<file path="src/rtl/sort_array_reader_pkg.sv">
// rtl/sort_array_reader_pkg.sv - shared sort datapath defaults and FSM state encoding
//   WIDTH_DEF/DEPTH_DEF/ADDR_W_DEF : default bank geometry
//   ST_*_ENC                       : 3-bit state codes shared with the sort controller
//   state_t                        : enum built on those codes
package sort_pkg;

    localparam int WIDTH_DEF  = 16;
    localparam int DEPTH_DEF  = 8;
    localparam int ADDR_W_DEF = 3;

    localparam logic [2:0] ST_IDLE_ENC    = 3'd0;
    localparam logic [2:0] ST_REQ_ENC     = 3'd1;
    localparam logic [2:0] ST_WAIT_ENC    = 3'd2;
    localparam logic [2:0] ST_PRESENT_ENC = 3'd3;
    localparam logic [2:0] ST_DONE_ENC    = 3'd4;

    typedef enum logic [2:0] {
        S_IDLE    = ST_IDLE_ENC,
        S_REQ     = ST_REQ_ENC,
        S_WAIT    = ST_WAIT_ENC,
        S_PRESENT = ST_PRESENT_ENC,
        S_DONE    = ST_DONE_ENC
    } state_t;

endpackage

</file>
<file path="src/rtl/sort_array_reader_if.sv">
// rtl/sort_array_reader_if.sv - bank read port plus output word stream
//   rd_en/rd_addr/rd_data : registered bank read (data valid the cycle after rd_en)
//   out_data/out_valid/out_ready/out_last : valid/ready word stream to the consumer
//   master : reader side, slave : bank + consumer side
interface sort_array_reader_if #(
    parameter int WIDTH  = 16,
    parameter int ADDR_W = 3
);
    logic              rd_en;
    logic [ADDR_W-1:0] rd_addr;
    logic [WIDTH-1:0]  rd_data;
    logic [WIDTH-1:0]  out_data;
    logic              out_valid;
    logic              out_ready;
    logic              out_last;

    modport master (
        output rd_en, rd_addr, out_data, out_valid, out_last,
        input  rd_data, out_ready
    );

    modport slave (
        input  rd_en, rd_addr, out_data, out_valid, out_last,
        output rd_data, out_ready
    );
endinterface

</file>
<file path="src/rtl/sort_array_reader_hold_reg.sv">
// rtl/sort_array_reader_hold_reg.sv - WIDTH-bit load-enabled holding register
//   clk    : rising-edge clock
//   rst    : asynchronous clear, active-low
//   load_i : capture d_i on this edge
//   d_i    : data in
//   q_o    : held data
module hold_reg #(
    parameter int WIDTH = 16
) (
    input  logic             clk,
    input  logic             rst,
    input  logic             load_i,
    input  logic [WIDTH-1:0] d_i,
    output logic [WIDTH-1:0] q_o
);
    logic [WIDTH-1:0] q_q;

    always_ff @(posedge clk or negedge rst) begin
        if (!rst) begin
            q_q <= '0;
        end else if (load_i) begin
            q_q <= d_i;
        end
    end

    assign q_o = q_q;
endmodule

</file>
<file path="src/rtl/sort_array_reader.sv">
// rtl/sort_array_reader.sv - walks the sorted bank 0..DEPTH-1 and streams each word out
//   clk   : rising-edge clock
//   rst   : asynchronous reset, active-low
//   start : one-cycle request to begin read-out, honoured only when idle
//   bus   : master side of bank read port and output stream
//   busy  : high from accepted start through the done cycle
//   done  : one-cycle pulse after the last word is accepted
module sort_array_reader
    import sort_pkg::*;
#(
    parameter int WIDTH  = WIDTH_DEF,
    parameter int DEPTH  = DEPTH_DEF,
    parameter int ADDR_W = ADDR_W_DEF
) (
    input  logic                 clk,
    input  logic                 rst,
    input  logic                 start,
    sort_array_reader_if.master  bus,
    output logic                 busy,
    output logic                 done
);
    localparam logic [ADDR_W-1:0] LAST_IDX = ADDR_W'(DEPTH - 1);

    state_t            state_q, state_d;
    logic [ADDR_W-1:0] index_q, index_d;
    logic              load_data;
    logic              is_last;

    assign is_last = (index_q == LAST_IDX);

    always_ff @(posedge clk or negedge rst) begin
        if (!rst) begin
            state_q <= S_IDLE;
            index_q <= '0;
        end else begin
            state_q <= state_d;
            index_q <= index_d;
        end
    end

    always_comb begin
        state_d   = state_q;
        index_d   = index_q;
        load_data = 1'b0;
        case (state_q)
            S_IDLE: begin
                if (start) begin
                    state_d = S_REQ;
                    index_d = '0;
                end
            end
            S_REQ: begin
                state_d = S_WAIT;
            end
            S_WAIT: begin
                // bank data for the request issued last cycle is present now
                load_data = 1'b1;
                state_d   = S_PRESENT;
            end
            S_PRESENT: begin
                if (bus.out_ready) begin
                    if (is_last) begin
                        state_d = S_DONE;
                    end else begin
                        index_d = index_q + ADDR_W'(1);
                        state_d = S_REQ;
                    end
                end
            end
            S_DONE: begin
                // park the address at 0 so rd_addr reads 0 while idle
                index_d = '0;
                state_d = S_IDLE;
            end
            default: begin
                state_d = S_IDLE;
                index_d = '0;
            end
        endcase
    end

    hold_reg #(.WIDTH(WIDTH)) u_hold (
        .clk    (clk),
        .rst    (rst),
        .load_i (load_data),
        .d_i    (bus.rd_data),
        .q_o    (bus.out_data)
    );

    assign bus.rd_en     = (state_q == S_REQ);
    assign bus.rd_addr   = index_q;
    assign bus.out_valid = (state_q == S_PRESENT);
    assign bus.out_last  = (state_q == S_PRESENT) && is_last;
    assign busy          = (state_q != S_IDLE);
    assign done          = (state_q == S_DONE);
endmodule

</file>
<file path="src/flat_wrapper.sv">
// flat-port wrapper written by rule: the top's interface ports become plain ports
module sort_array_reader_flat import sort_pkg::*;
#(
    parameter int WIDTH  = WIDTH_DEF,
    parameter int DEPTH  = DEPTH_DEF,
    parameter int ADDR_W = ADDR_W_DEF
)
  (clk, rst, start, busy, done, bus_rd_en, bus_rd_addr, bus_out_data, bus_out_valid, bus_out_last, bus_rd_data, bus_out_ready);
  sort_array_reader_if #(.WIDTH(WIDTH), .ADDR_W(ADDR_W)) bus_i ();
  input  logic clk;
  input  logic rst;
  input  logic start;
  output logic busy;
  output logic done;
  output wire logic [$bits(bus_i.rd_en)-1:0] bus_rd_en;
  output wire logic [$bits(bus_i.rd_addr)-1:0] bus_rd_addr;
  output wire logic [$bits(bus_i.out_data)-1:0] bus_out_data;
  output wire logic [$bits(bus_i.out_valid)-1:0] bus_out_valid;
  output wire logic [$bits(bus_i.out_last)-1:0] bus_out_last;
  input wire logic [$bits(bus_i.rd_data)-1:0] bus_rd_data;
  input wire logic [$bits(bus_i.out_ready)-1:0] bus_out_ready;
  assign bus_rd_en = bus_i.rd_en;
  assign bus_rd_addr = bus_i.rd_addr;
  assign bus_out_data = bus_i.out_data;
  assign bus_out_valid = bus_i.out_valid;
  assign bus_out_last = bus_i.out_last;
  assign bus_i.rd_data = bus_rd_data;
  assign bus_i.out_ready = bus_out_ready;
  sort_array_reader #(.WIDTH(WIDTH), .DEPTH(DEPTH), .ADDR_W(ADDR_W)) u_core (.clk(clk), .rst(rst), .start(start), .bus(bus_i), .busy(busy), .done(done));
endmodule
</file>
<file path="config.mk">
export PLATFORM = sky130hd
export DESIGN_NAME = sort_array_reader_flat
export DESIGN_NICKNAME = d
export VERILOG_FILES = /design/src/rtl/sort_array_reader_pkg.sv /design/src/rtl/sort_array_reader_if.sv /design/src/rtl/sort_array_reader_hold_reg.sv /design/src/rtl/sort_array_reader.sv /design/src/flat_wrapper.sv
export SDC_FILE = /design/constraint.sdc
export NUM_CORES = 1
export LEC_CHECK = 0
export ABC_AREA = 1
export CORE_MARGIN = 8
export CORE_UTILIZATION = 37
export CTS_BUF_LIST = sky130_fd_sc_hd__clkbuf_4 sky130_fd_sc_hd__clkbuf_8 sky130_fd_sc_hd__clkbuf_16
export DETAILED_ROUTE_END_ITERATION = 10
export PLACE_DENSITY = 0.85
export SYNTH_ARGS = -nofsm -noshare
export SYNTH_HDL_FRONTEND = slang
export SYNTH_SLANG_ARGS = --single-unit
export TNS_END_PERCENT = 30
</file>
<file path="constraint.sdc">
create_clock -name clk -period 1.3 [get_ports clk]
set_input_delay 0.13 -clock clk [delete_from_list [all_inputs] [get_ports clk]]
set_output_delay 0.13 -clock clk [all_outputs]
set_load 0.02 [all_outputs]
</file>
After elaboration in Yosys (flattened, before gate mapping)
Index checks and enable logic that the tools add are counted.
W data, S select, Z words.
Storage, ports and cells
  logic and storage cells: 28
  output and inout bits: 24
  input port bits: 20
  register bits after elaboration: 22
Cells by class
  multiplexer cells: 9
  equality and inequality tests: 8
  bitwise operators: 1
  add/subtract/negate cells: 1
  reduce and logical (&&, ||, !) cells: 6
Operator list (count)
  $mux W3: 6
  $pmux W3 S4: 1
  $pmux W3 S3: 1
  $eq A3 B2 Y1 const B: 2
  $eq A3 B3 Y1 const B: 2
  $ne A2 B2 Y1 const B: 2
  $reduce_and A4 Y1: 1
  $add A3 B1 Y3 const B: 1
  $eq A3 B1 Y1 const B: 1
  $logic_not A3 Y1: 1
  $reduce_bool A3 Y1: 1
  $ne A2 B1 Y1 const B: 1
  $reduce_and A2 Y1: 1
  $reduce_or A2 Y1: 1
  $logic_and A1 B1 Y1: 1
  $mux W1: 1
  $not A1 Y1: 1

Longest topological paths before layout
Gate-level depths: netlist of run 1.
  word-level depth: 4
  depth in mapped cells: 8
  depth with buffers taken out: 8

By module
Synthesis of run 1 repeated with hierarchy kept, for this count alone.
Second synthesis, totals
  cells, all modules: 120
  area, all modules: 1048.5 um^2
By module, submodules not included
  hold_reg: seq. area each 400.4 um^2, times used 1, area each 644.4 um^2, cells each 68
  sort_array_reader: seq. area each 150.1 um^2, times used 1, area each 404.1 um^2, cells each 52

Worst setup path after synthesis of run 1
No wires, ideal clock.
  path kind: register to register
  from: register u_core.index_q[0] (netlist: u_core.bus.rd_addr[0])
  to: register u_core.index_q[0] (netlist: u_core.bus.rd_addr[0])
  stages on the path, launching flop included: 9
  setup slack: -0.180 ns
  period minus slack after synthesis: 1.480 ns
  data arrival time: 1.362 ns
  setup time: 0.117 ns
  buffers on the path: 0
  data required time: 1.183 ns
  cells stage by stage: dfrtp_1 ha_1 ha_1 inv_1 nor2_2 nor2_2 nand2_2 nand2_1 nand2_1
On the way
  cells in the longest elaborated chain, start to end: 4
  elaborated cells between the ends (all ways): 7
  those cells by class: add/sub (1); eq/ne (2); mux (3); reduce/logical (1)
RTL lines
  start: declaration: line sort_array_reader.sv:25  | logic [ADDR_W-1:0] index_q, index_d;
  start signal: assignment: line sort_array_reader.sv:37  | index_q <= index_d;
  $add A3 B1 Y3: line sort_array_reader.sv:65  | index_d = index_q + ADDR_W'(1);
  $mux W3: line sort_array_reader.sv:62  | if (is_last) begin
  $mux W3: line sort_array_reader.sv:61  | if (bus.out_ready) begin
  $pmux W3 S3: line sort_array_reader.sv:45  | case (state_q)
Parallel ways exist; a longest one is shown, timed or not. The select of a mux whose other input is x is not followed.
A chain may end at the register's enable or synchronous reset.

Final worst setup path of run 1
  from: register u_core.index_q[1] (netlist: u_core.bus.rd_addr[1])
  to: output port bus_out_last
On the way
  cells in the longest elaborated chain, start to end: 2
RTL lines
  $eq A3 B3 Y1: line sort_array_reader.sv:29  | assign is_last = (index_q == LAST_IDX);
  $logic_and A1 B1 Y1: line sort_array_reader.sv:93  | assign bus.out_last = (state_q == S_PRESENT) && is_last;
  end: declaration: line flat_wrapper.sv:19  | output wire logic [$bits(bus_i.out_last)-1:0] bus_out_last;
Every way passes these cells.

==> qor.yml, run 1 <==
synth.ff_latch_count: 22
worst-setup-path-type: "reg2out"
failed_checks: "setup timing"
internal_power_w: 0.002211
power_density_mw_per_mm2: 2319
drive_above_1_share: 0.2928
vias: 969
cts_root_buffer: "clkbuf_4"
swShare: 0.4444
antenna_found_initial: 0
avgViaCountPerCell: 4.592
status: "finished, violations left"
synth_edf_count: 0
routed_wl_microns: 2861
tightest_slew_ns: 0.2772
numCtsBuffers: 3
crit_end: "bus_out_last"
clkTransAtPathRegs_ns: 0.12
die_area_sq_mm: 0.004581
die_w_microns: 67.69
cts_tree: "yes"
r2r_slack_ns: -0.10
p_leak_nw: 0.9176
r2r-end: "u_core.bus.rd_addr[1]$_DFFE_PN0P_"
synth_most_common_cell: "nand2_1"
slew_violations: 0
end_kind: "primary output"
cp.required_ns: 1.17
yosys.area.top_type: "dfrtp_1"
drc: 0
dieHeight_microns: 67.69
synth_top_area_frac: 0.5570
synth_cells: 117
grt_pass1_vias: 987
cp.arrival_ns: 1.30
synth_area_per_cell_sq_um: 8.448
crit_path_max_incr_delay_ns: 0.45
hold_class: "in2async"
ctsLongestPathBuffers: 2
min_period_over_period: 1.101
netlist_area_sq_um: 988.4
ys_types: 14
dp.cells: 203
max_cap_violations: 0
hpwlAfterDp_microns: 2093
synth_commonest_cells: "nand2_1, inv_1, dfrtp_1"
dr.first_iter.drc_count: 27
clock_skew_ns: 0.005189
grt_pass1_wl_microns: 4353
synthTopCellsByArea: "dfrtp_1, nand2_1, inv_1, o21ai_1, nand3_1"
clkLatencyLatePin_ns: 0.31
rsz0062_at_grt: "true"
final_util: 0.6862
synth_nets: 139
grt_overflow: 0
reg2reg_from: "u_core.bus.rd_addr[1]$_DFFE_PN0P_"
area_delta_synth_final_pct: 73.54
p_clk_frac: 0.088
final_cells: 211
sequentialPowerShare: 0.300
ant_nets: 0
wl_per_cell_microns: 13.56
coreArea_sq_mm: 0.002500
gp_congestion: 0.7814
ys_seq_area_frac: 0.5570
synth-async-reset-ratio: 1.000
ys_warn_count: 0
floorplan.initialDensity: 0.3954
slew_headroom: 0.8152
fin_ws_ns: -0.1308
ios: 44
crit_path_frequent_cell: "ha_4"
r2r_cells: 9
cp_slowest_cell: "dfrtp_2"
finish.net_count: 204
cts_sinks: 22
synth_ff_type: "dfrtp_1"
timing.critical_path.from: "u_core.bus.rd_addr[1]$_DFFE_PN0P_"
track_usage: 0.1237
period_needed_ns: 1.431
port_buffers: 43
grt_max_degree: 33
critPathMaxFanout: 2
irDropWorstVdd_mv: 1.624
std_cell_rows: 18
cp_cell_sequence: "ha_4, ha_4, inv_4, nor2_4, buf_6"
first_pass_iters: 3
power_w: 0.003979
diodes: 0
h-tree-depth: 1
hold_violations: 0
fmax_mhz: 698.9
power_frac_comb: 0.612
net-switching-power_w: 0.001768
setup_viol: 6
crit_path_start_kind: "flop"
per-stage QoR:
step / setup WS (ns) / hold slack (ns) / setup TNS (ns) / cell area (sq um)
detailed placement: -0.1883 / 0.4826 / -0.7081 / 1602
floorplan: 0.01123 / -0.1656 / 0 / 1028
global route: -0.1721 / 0.1708 / -0.9360 / 1715
global placement: -0.1650 / 0.4696 / -0.5062 / 1602
CTS: -0.1487 / 0.1508 / -0.5246 / 1614
finish: -0.1308 / 0.1456 / -0.4743 / 1715
worst min-delay path by stage:
| stage | start | to | slack, ns | depth (start not counted) |
|---|---|---|---|---|
| detailed placement | u_core.u_hold.q_o[14]$_DFFE_PN0P_ | u_core.u_hold.q_o[14]$_DFFE_PN0P_ | 0.48 | 2 |
| global placement | u_core.u_hold.q_o[13]$_DFFE_PN0P_ | u_core.u_hold.q_o[13]$_DFFE_PN0P_ | 0.47 | 2 |
| finish | rst | u_core.u_hold.q_o[14]$_DFFE_PN0P_ | 0.15 | 2 |
| floorplan | rst | u_core.bus.rd_addr[0]$_DFFE_PN0P_ | -0.17 | 0 |
| CTS | rst | u_core.u_hold.q_o[4]$_DFFE_PN0P_ | 0.15 | 2 |
| global route | rst | u_core.u_hold.q_o[1]$_DFFE_PN0P_ | 0.17 | 2 |
cells in the final DEF (no fill, tap or decap), drive strengths merged:
master,instances
dlygate4sd2,16
buf,27
dfrtp,22
clkdlybuf4s50,19
ha,2
nand2,31
nand3b,1
inv,25
nor2,7
nand3,8
nor3,2
clkbuf,5
o21ai,16
sequential cells by signal, summed over array words and instances (netlist names):
name                flops
u_core.bus.rd_addr      3
u_core.state_q          3
u_core.u_hold.q_o      16
cell type report:
cell class / count / area (sq um)
inverter: 25 / 98.84
timing repair buffer: 63 / 579.3
fill: 202 / 784.5
tap: 30 / 37.54
sequential: 22 / 553.0
multi-input combinational: 67 / 416.7
clock buffer: 4 / 30.03
power groups by stage:
stage          registers (W)  logic, W  clock network (W)
5_1_grt              0.00122   0.00267           0.000385
3_3_place_gp         0.00119   0.00221                  0
4_1_cts              0.00119   0.00216           0.000354
6_report             0.00119   0.00243           0.000351
3_5_place_dp         0.00122   0.00229                  0
2_1_floorplan        0.00154  0.000846                  0
critical path: cells and delay by family, from the launching register on:
family	cells	cell delay, ns
buffers and inverters	2	0.19
adders and majority gates	2	0.32
and+or+nand+nor	1	0.03
DFF	1	0.45
cells by family (layout without fill, tap and decap cells):
| kind of cell | Yosys count | count (layout) | share of synthesized area |
|---|---|---|---|
| compound gates | 16 | 16 | 0.08102 |
| buf+inv | 28 | 92 | 0.1101 |
| fa+ha+maj | 2 | 2 | 0.02531 |
| flops | 22 | 22 | 0.5570 |
| simple gates | 49 | 49 | 0.2266 |
repair_timing:
action | CTS | global route
hold buffers | 0 | 0
setup endpoints to repair | 27 | 28
buffers inserted | 2 | 2
hold endpoints to repair | 0 | 0
gates resized for setup | 48 | 30
pin swaps | 1 | 6
metal layers:
| metal | share of wire | up-vias | GRT usage | wire, microns |
|---|---|---|---|---|
| met5 | 0 | - | 0 | 0 |
| met4 | 0.013 | 0 | 0.05483 | 36 |
| met3 | 0.11 | 4 | 0.06291 | 301 |
| met2 | 0.50 | 32 | 0.2059 | 1435 |
| met1 | 0.38 | 445 | 0.1281 | 1088 |
| li1 | - | 488 | - | - |
Power figures use the tool's default switching activity.
==> run 2, diff against run 1 <==
- PLACE_DENSITY: 0.85 -> 0.84
- SETUP_SLACK_MARGIN: unset -> 0.02
- SYNTH_HIERARCHICAL: unset -> 1
==> run 2 against run 1 <==
Compared with the run above: the flow still finishes with violations (setup timing); critical path depth unchanged; sequential power about the same; final area increased by 1.9%; sequential cell count unchanged; clock power increased by 4%; non-clock buffer count increased by 2; utilization decreased by 4.7 points; highest routed layer is now met3.
==> qor.yml, run 2 <==
r2r_cells: 9
final_common_cell: "nand2_1"
wl_per_cell_microns: 12.97
ys_types: 15
grt_max_degree: 23
finish.net_count: 209
rsz0062_at_grt: "true"
slew_headroom: 0.8162
internal_power_w: 0.002267
final_cell_mix: "nand2_1, clkdlybuf4s50_1, buf_4, dfrtp_1, dlygate4sd2_1"
period_needed_ns: 1.408
fin_ws_ns: -0.1083
synth_mux_area_frac: 0
std_cell_rows: 19
r2r-end: "u_core/bus.rd_addr[2]$_DFFE_PN0P_"
dr.first_iter.drc_count: 29
antenna_found_initial: 0
slew_violations: 0
tightest_slew_ns: 0.2758
cp.required_ns: 1.17
synthTopCellsByArea: "dfrtp_1, nand2_1, nand2_2, nand3_1, inv_1"
h-tree-depth: 1
gp_congestion: 0.7991
synth.ff_latch_count: 22
routed_wl_microns: 2814
timing.critical_path.from: "u_core/bus.rd_addr[1]$_DFFE_PN0P_"
synth_nets: 142
synth-async-reset-ratio: 1.000
cp.arrival_ns: 1.28
synth_area_per_cell_sq_um: 8.738
synthSimpleGateAreaFrac: 0.3628
power_frac_comb: 0.617
swShare: 0.4518
die_w_microns: 69.24
vias: 976
synth_commonest_cells: "nand2_1, dfrtp_1, inv_1, nand2_2, nand3_1"
clock_skew_ns: 0.005226
synth_top_area_frac: 0.5251
end_kind: "primary output"
ant_nets: 0
p_leak_nw: 0.9219
ios: 44
port_buffers: 43
coreArea_sq_mm: 0.002734
first_pass_iters: 4
holdBufCountCts: 0
clkLatencyLatePin_ns: 0.30
r2r_slack_ns: -0.09
cts_sinks: 22
setup-tns-final_ns: -0.5161
multiInputGateArea_sq_um: 484.2
hold_class: "in2async"
synth_most_common_cell: "nand2_1"
nFillCells: 234
numCtsBuffers: 3
synthAdderAreaFrac: 0.02387
design_area_sq_mm: 0.001748
power_density_mw_per_mm2: 2366
worst-setup-path-type: "reg2out"
failed_checks: "setup timing"
cts_tree: "yes"
critPathMaxFanout: 2
grt_pass1_vias: 1014
drive_above_1_share: 0.3763
crit_end: "bus_out_last"
floorplan.initialDensity: 0.3835
track_usage: 0.1191
synth_top_family_by_area: "simple AND/OR/NAND/NOR gates"
area_delta_synth_final_pct: 66.71
clkTransAtPathRegs_ns: 0.12
net-switching-power_w: 0.001869
setup_viol: 6
synth_edf_count: 0
seqCellArea_sq_um: 555.5
diodes: 0
p_clk_frac: 0.088
hpwlAfterDp_microns: 2226
grt_pass1_wl_microns: 4698
reg2reg_from: "u_core/bus.rd_addr[1]$_DFFE_PN0P_"
synth_xor_xnor_area_share: 0
drc: 0
power_w: 0.004136
status: "finished, violations left"
sequentialPowerShare: 0.295
synth_cells: 120
hold_violations: 0
grt_overflow: 0
ys_seq_area_frac: 0.5251
ctsLongestPathBuffers: 2
avgViaCountPerCell: 4.498
die_area_sq_mm: 0.004793
irDropWorstVdd_mv: 1.550
netlist_area_sq_mm: 0.001049
ys_warn_count: 6
dieHeight_microns: 69.24
yosys.area.top_type: "dfrtp_1"
dpl_cell_area_sq_mm: 0.001603
min_period_over_period: 1.083
synth_compound_area_frac: 0
dp_slack_ns: -0.2271
largest_register_ffs: 16
cts_root_buffer: "clkbuf_4"
max_cap_violations: 0
crit_path_start_kind: "flop"
fmax_mhz: 710.1
synth_ff_type: "dfrtp_1"
## run 2: cell count changes after synthesis, moves of 2 or more
cell     previous run  this run
buf_2               3         0
buf_6               0         2
inv_1              23         9
nand2_1            28        53
nand2_2             3         9
nor2_2              3         0
nor2_4              0         3
o21ai_1            16         0
## run 2: logic make-up (layout without fill, tap and decap cells)
family | Yosys count | count (layout)
DFF | 22 | 22
adders and majority gates | 2 | 2
buffers and inverters | 15 | 81
and+or+nand+nor | 81 | 81
## run 2: repair_timing
action                                  4_1_cts  5_1_grt
pin swaps                                     1        4
setup buffers                                 5        4
endpoints found under the setup margin       43       28
resized for setup                            64       16
## run 2: worst min-delay path by stage
stage	end	slack, ns	depth (start not counted)
floorplan	u_core/bus.rd_addr[0]$_DFFE_PN0P_	-0.17	0
global placement	u_core/u_hold/q_o[5]$_DFFE_PN0P_	0.45	2
detailed placement	u_core/u_hold/q_o[15]$_DFFE_PN0P_	0.46	2
CTS	u_core/u_hold/q_o[6]$_DFFE_PN0P_	0.16	2
global route	u_core/u_hold/q_o[5]$_DFFE_PN0P_	0.18	2
finish	u_core/u_hold/q_o[6]$_DFFE_PN0P_	0.17	2
## run 2: area by class of cell
type,count,share of cell area
repair buffers,65,0.3293
flip-flops and latches,22,0.3178
multi-input cells,83,0.2770
inverters,12,0.03293
well taps,31,0.02219
clock buffers,4,0.02076
## run 2: worst max-delay path: stages, from the launching register on
cell and delay, ns:
dfrtp_2 0.44, ha_4 0.17, ha_4 0.15, inv_4 0.05, nor2_4 0.04, buf_6 0.12
## run 2: per-stage QoR
| stage | std cells | utilization | hold slack [ns] |
|---|---|---|---|
| 6_report | 217 | 0.6394 | 0.1656 |
| 5_1_grt | 217 | 0.6394 | 0.1817 |
| 4_1_cts | 213 | 0.6137 | 0.1626 |
| 3_5_place_dp | 204 | 0.5863 | 0.4636 |
| 3_3_place_gp | 204 | 0.5863 | 0.4547 |
| 2_1_floorplan | 120 | - | -0.1656 |
## run 2: power groups by stage
stage                     clock network [W]  logic, W  registers, W
after global routing               0.000425   0.00281       0.00126
after detailed placement                  0   0.00242       0.00124
after CTS                          0.000388   0.00243       0.00121
after floorplan                           0   0.00108       0.00157
after global placement                    0   0.00232       0.00121
final                              0.000365   0.00255       0.00122
## run 2: layer usage
metal / routed length [microns] / vias to the layer above / share of wire / track usage
met5: 0 / - / 0 / 0
met4: 0 / 0 / 0 / 0.04100
met3: 218 / 0 / 0.077 / 0.05007
met2: 1500 / 31 / 0.53 / 0.2080
met1: 1095 / 451 / 0.39 / 0.1247
li1: - / 494 / - / -
==> run 3, diff against run 2 <==
- CELL_PAD_IN_SITES_DETAIL_PLACEMENT: unset -> 1
- CELL_PAD_IN_SITES_GLOBAL_PLACEMENT: unset -> 2
- CORE_UTILIZATION: 37 -> 21
- PLACE_DENSITY: 0.84 -> 0.85
==> run 3 against run 2 <==
Compared with the run above: the run still ends with setup timing left; critical path depth stayed put; worst setup slack gained 0.021 ns; maximum frequency is 1.5% higher; global-route usage down 3.5 points; sequential share of layout area about the same; register-to-register slack about the same; largest power group unchanged.
==> qor.yml, run 3 (synthesis results as in run 2) <==
status: "finished, violations left"
failed_checks: "setup timing"
cts_sinks: 22
grt_max_degree: 23
reg2reg_from: "u_core/bus.rd_addr[1]$_DFFE_PN0P_"
fin_hold_ws_ns: 0.2130
clock_skew_ns: 0.001286
crit_buf_inv: 2
worst-setup-path-type: "reg2out"
drive_above_1_share: 0.3297
critPathMaxFanout: 2
gp_congestion: 0.7107
max_cap_violations: 0
dr.first_iter.drc_count: 21
finish.net_count: 208
power_density_mw_per_mm2: 2421
r2r-end: "u_core/bus.rd_addr[2]$_DFFE_PN0P_"
swShare: 0.4307
coreArea_sq_mm: 0.004786
sequentialPowerShare: 0.286
final_cell_mix: "nand2_1, buf_4, clkdlybuf4s50_1, dfrtp_1, dlygate4sd2_1"
net-switching-power_w: 0.001825
crit_path_max_incr_delay_ns: 0.43
floorplan.initialDensity: 0.2191
cp_top_family: "flip-flops"
crit_end: "bus_out_last"
port_buffers: 43
h-tree-depth: 1
clkTransAtPathRegs_ns: 0.09
seqCellArea_sq_um: 555.5
cts_root_buffer: "clkbuf_8"
track_usage: 0.08445
timing.critical_path.from: "u_core/bus.rd_addr[1]$_DFFE_PN0P_"
dieHeight_microns: 86.66
cp.depth: 5
std_cell_rows: 25
grt_overflow: 0
largest_register_ffs: 16
p_leak_nw: 0.9190
hold_class: "in2async"
avgViaCountPerCell: 3.893
ios: 44
p_clk_frac: 0.154
final_common_cell: "nand2_1"
power_frac_comb: 0.560
setup_viol: 4
holdBufCountCts: 0
tightest_slew_ns: 0.3010
antenna_found_initial: 0
cp.arrival_ns: 1.26
ant_nets: 0
cp_slowest_cell: "dfrtp_2"
ctsLongestPathBuffers: 2
r2r_cells: 9
min_period_over_period: 1.067
hold_violations: 0
fin_ws_ns: -0.08756
period_needed_ns: 1.388
multiInputGateArea_sq_um: 447.9
r2r_slack_ns: -0.08
routed_wl_microns: 3013
design_area_sq_mm: 0.001750
diodes: 0
hpwlAfterDp_microns: 2423
first_pass_iters: 2
internal_power_w: 0.002413
cp.required_ns: 1.17
slew_headroom: 0.7993
crit_path_start_kind: "flop"
grt_pass1_vias: 1088
die_w_microns: 86.66
nFillCells: 587
end_kind: "primary output"
cts_tree: "yes"
drc: 0
numCtsBuffers: 3
rsz0062_at_grt: "true"
irDropWorstVdd_mv: 0.7062
crit_path_frequent_cell: "ha_4"
dpl_cell_area_sq_mm: 0.001685
clkLatencyLatePin_ns: 0.26
fmax_mhz: 720.7
vias: 981
wl_per_cell_microns: 11.96
power_w: 0.004238
area_delta_synth_final_pct: 66.95
die_area_sq_mm: 0.007510
slew_violations: 0
cp_cell_sequence: "ha_4, ha_4, inv_4, nor2_4, buf_2"
grt_pass1_wl_microns: 5064
-- run 3: changes by cell type in the layout (fill, tap and decap cells not counted), moves of 2 or more --
| cell | delta |
|---|---|
| inv_4 | -2 |
| clkbuf_4 | -3 |
| nand2_1 | +4 |
| nand2_2 | -5 |
| clkbuf_2 | +3 |
| inv_1 | +2 |
| nand3_4 | -2 |
| clkbuf_8 | +2 |
| buf_6 | -7 |
| buf_4 | +3 |
-- run 3: power by group through the flow --
stage	registers (W)	clock network [W]	logic [W]
finish	0.00121	0.000654	0.00237
global route	0.00126	0.000711	0.00264
CTS	0.00123	0.000678	0.00235
detailed placement	0.00125	0	0.00252
global placement	0.00123	0	0.00248
floorplan	0.00157	0	0.00108
-- run 3: worst min-delay path by stage --
stage                                startpoint                                end  slack [ns]  cells after the start
2_1_floorplan                               rst  u_core/bus.rd_addr[0]$_DFFE_PN0P_       -0.17                      0
3_3_place_gp   u_core/u_hold/q_o[1]$_DFFE_PN0P_   u_core/u_hold/q_o[1]$_DFFE_PN0P_        0.45                      2
3_5_place_dp   u_core/u_hold/q_o[9]$_DFFE_PN0P_   u_core/u_hold/q_o[9]$_DFFE_PN0P_        0.46                      2
4_1_cts                                     rst      u_core/state_q[1]$_DFFE_PN0P_        0.22                      2
5_1_grt                                     rst  u_core/u_hold/q_o[12]$_DFFE_PN0P_        0.24                      2
6_report                                    rst  u_core/bus.rd_addr[2]$_DFFE_PN0P_        0.21                      2
-- run 3: what timing repair did --
action / CTS / global route
resized for setup: 47 / 10
buffers inserted: 2 / 1
endpoints found under the setup margin: 27 / 28
-- run 3: routing by layer --
layer / track usage / vias to the layer above / routed length (microns)
li1: - / 491 / -
met4: 0.04225 / 0 / 48
met5: 0 / - / 0
met3: 0.02268 / 4 / 202
met2: 0.1438 / 26 / 1537
met1: 0.09448 / 460 / 1225
-- run 3: final cells by class --
| cell class | instances | share of cell area |
|---|---|---|
| Timing Repair Buffer | 64 | 0.3052 |
| Clock buffer | 3 | 0.02359 |
| Tap cell | 67 | 0.04789 |
| Multi-Input combinational cell | 83 | 0.2559 |
| Clock inverter | 1 | 0.01716 |
| Inverter | 12 | 0.03288 |
| Sequential cell | 22 | 0.3174 |
-- run 3: metrics by stage --
| stage | setup TNS, ns | setup slack, ns | cells | util |
|---|---|---|---|---|
| 2_1_floorplan | 0 | 0.01075 | 120 | - |
| 3_3_place_gp | -0.8070 | -0.1721 | 245 | 0.3522 |
| 3_5_place_dp | -0.9925 | -0.1926 | 245 | 0.3522 |
| 4_1_cts | -0.3927 | -0.1034 | 251 | 0.3626 |
| 5_1_grt | -0.6576 | -0.1656 | 252 | 0.3658 |
| 6_report | -0.3240 | -0.08756 | 252 | 0.3658 |
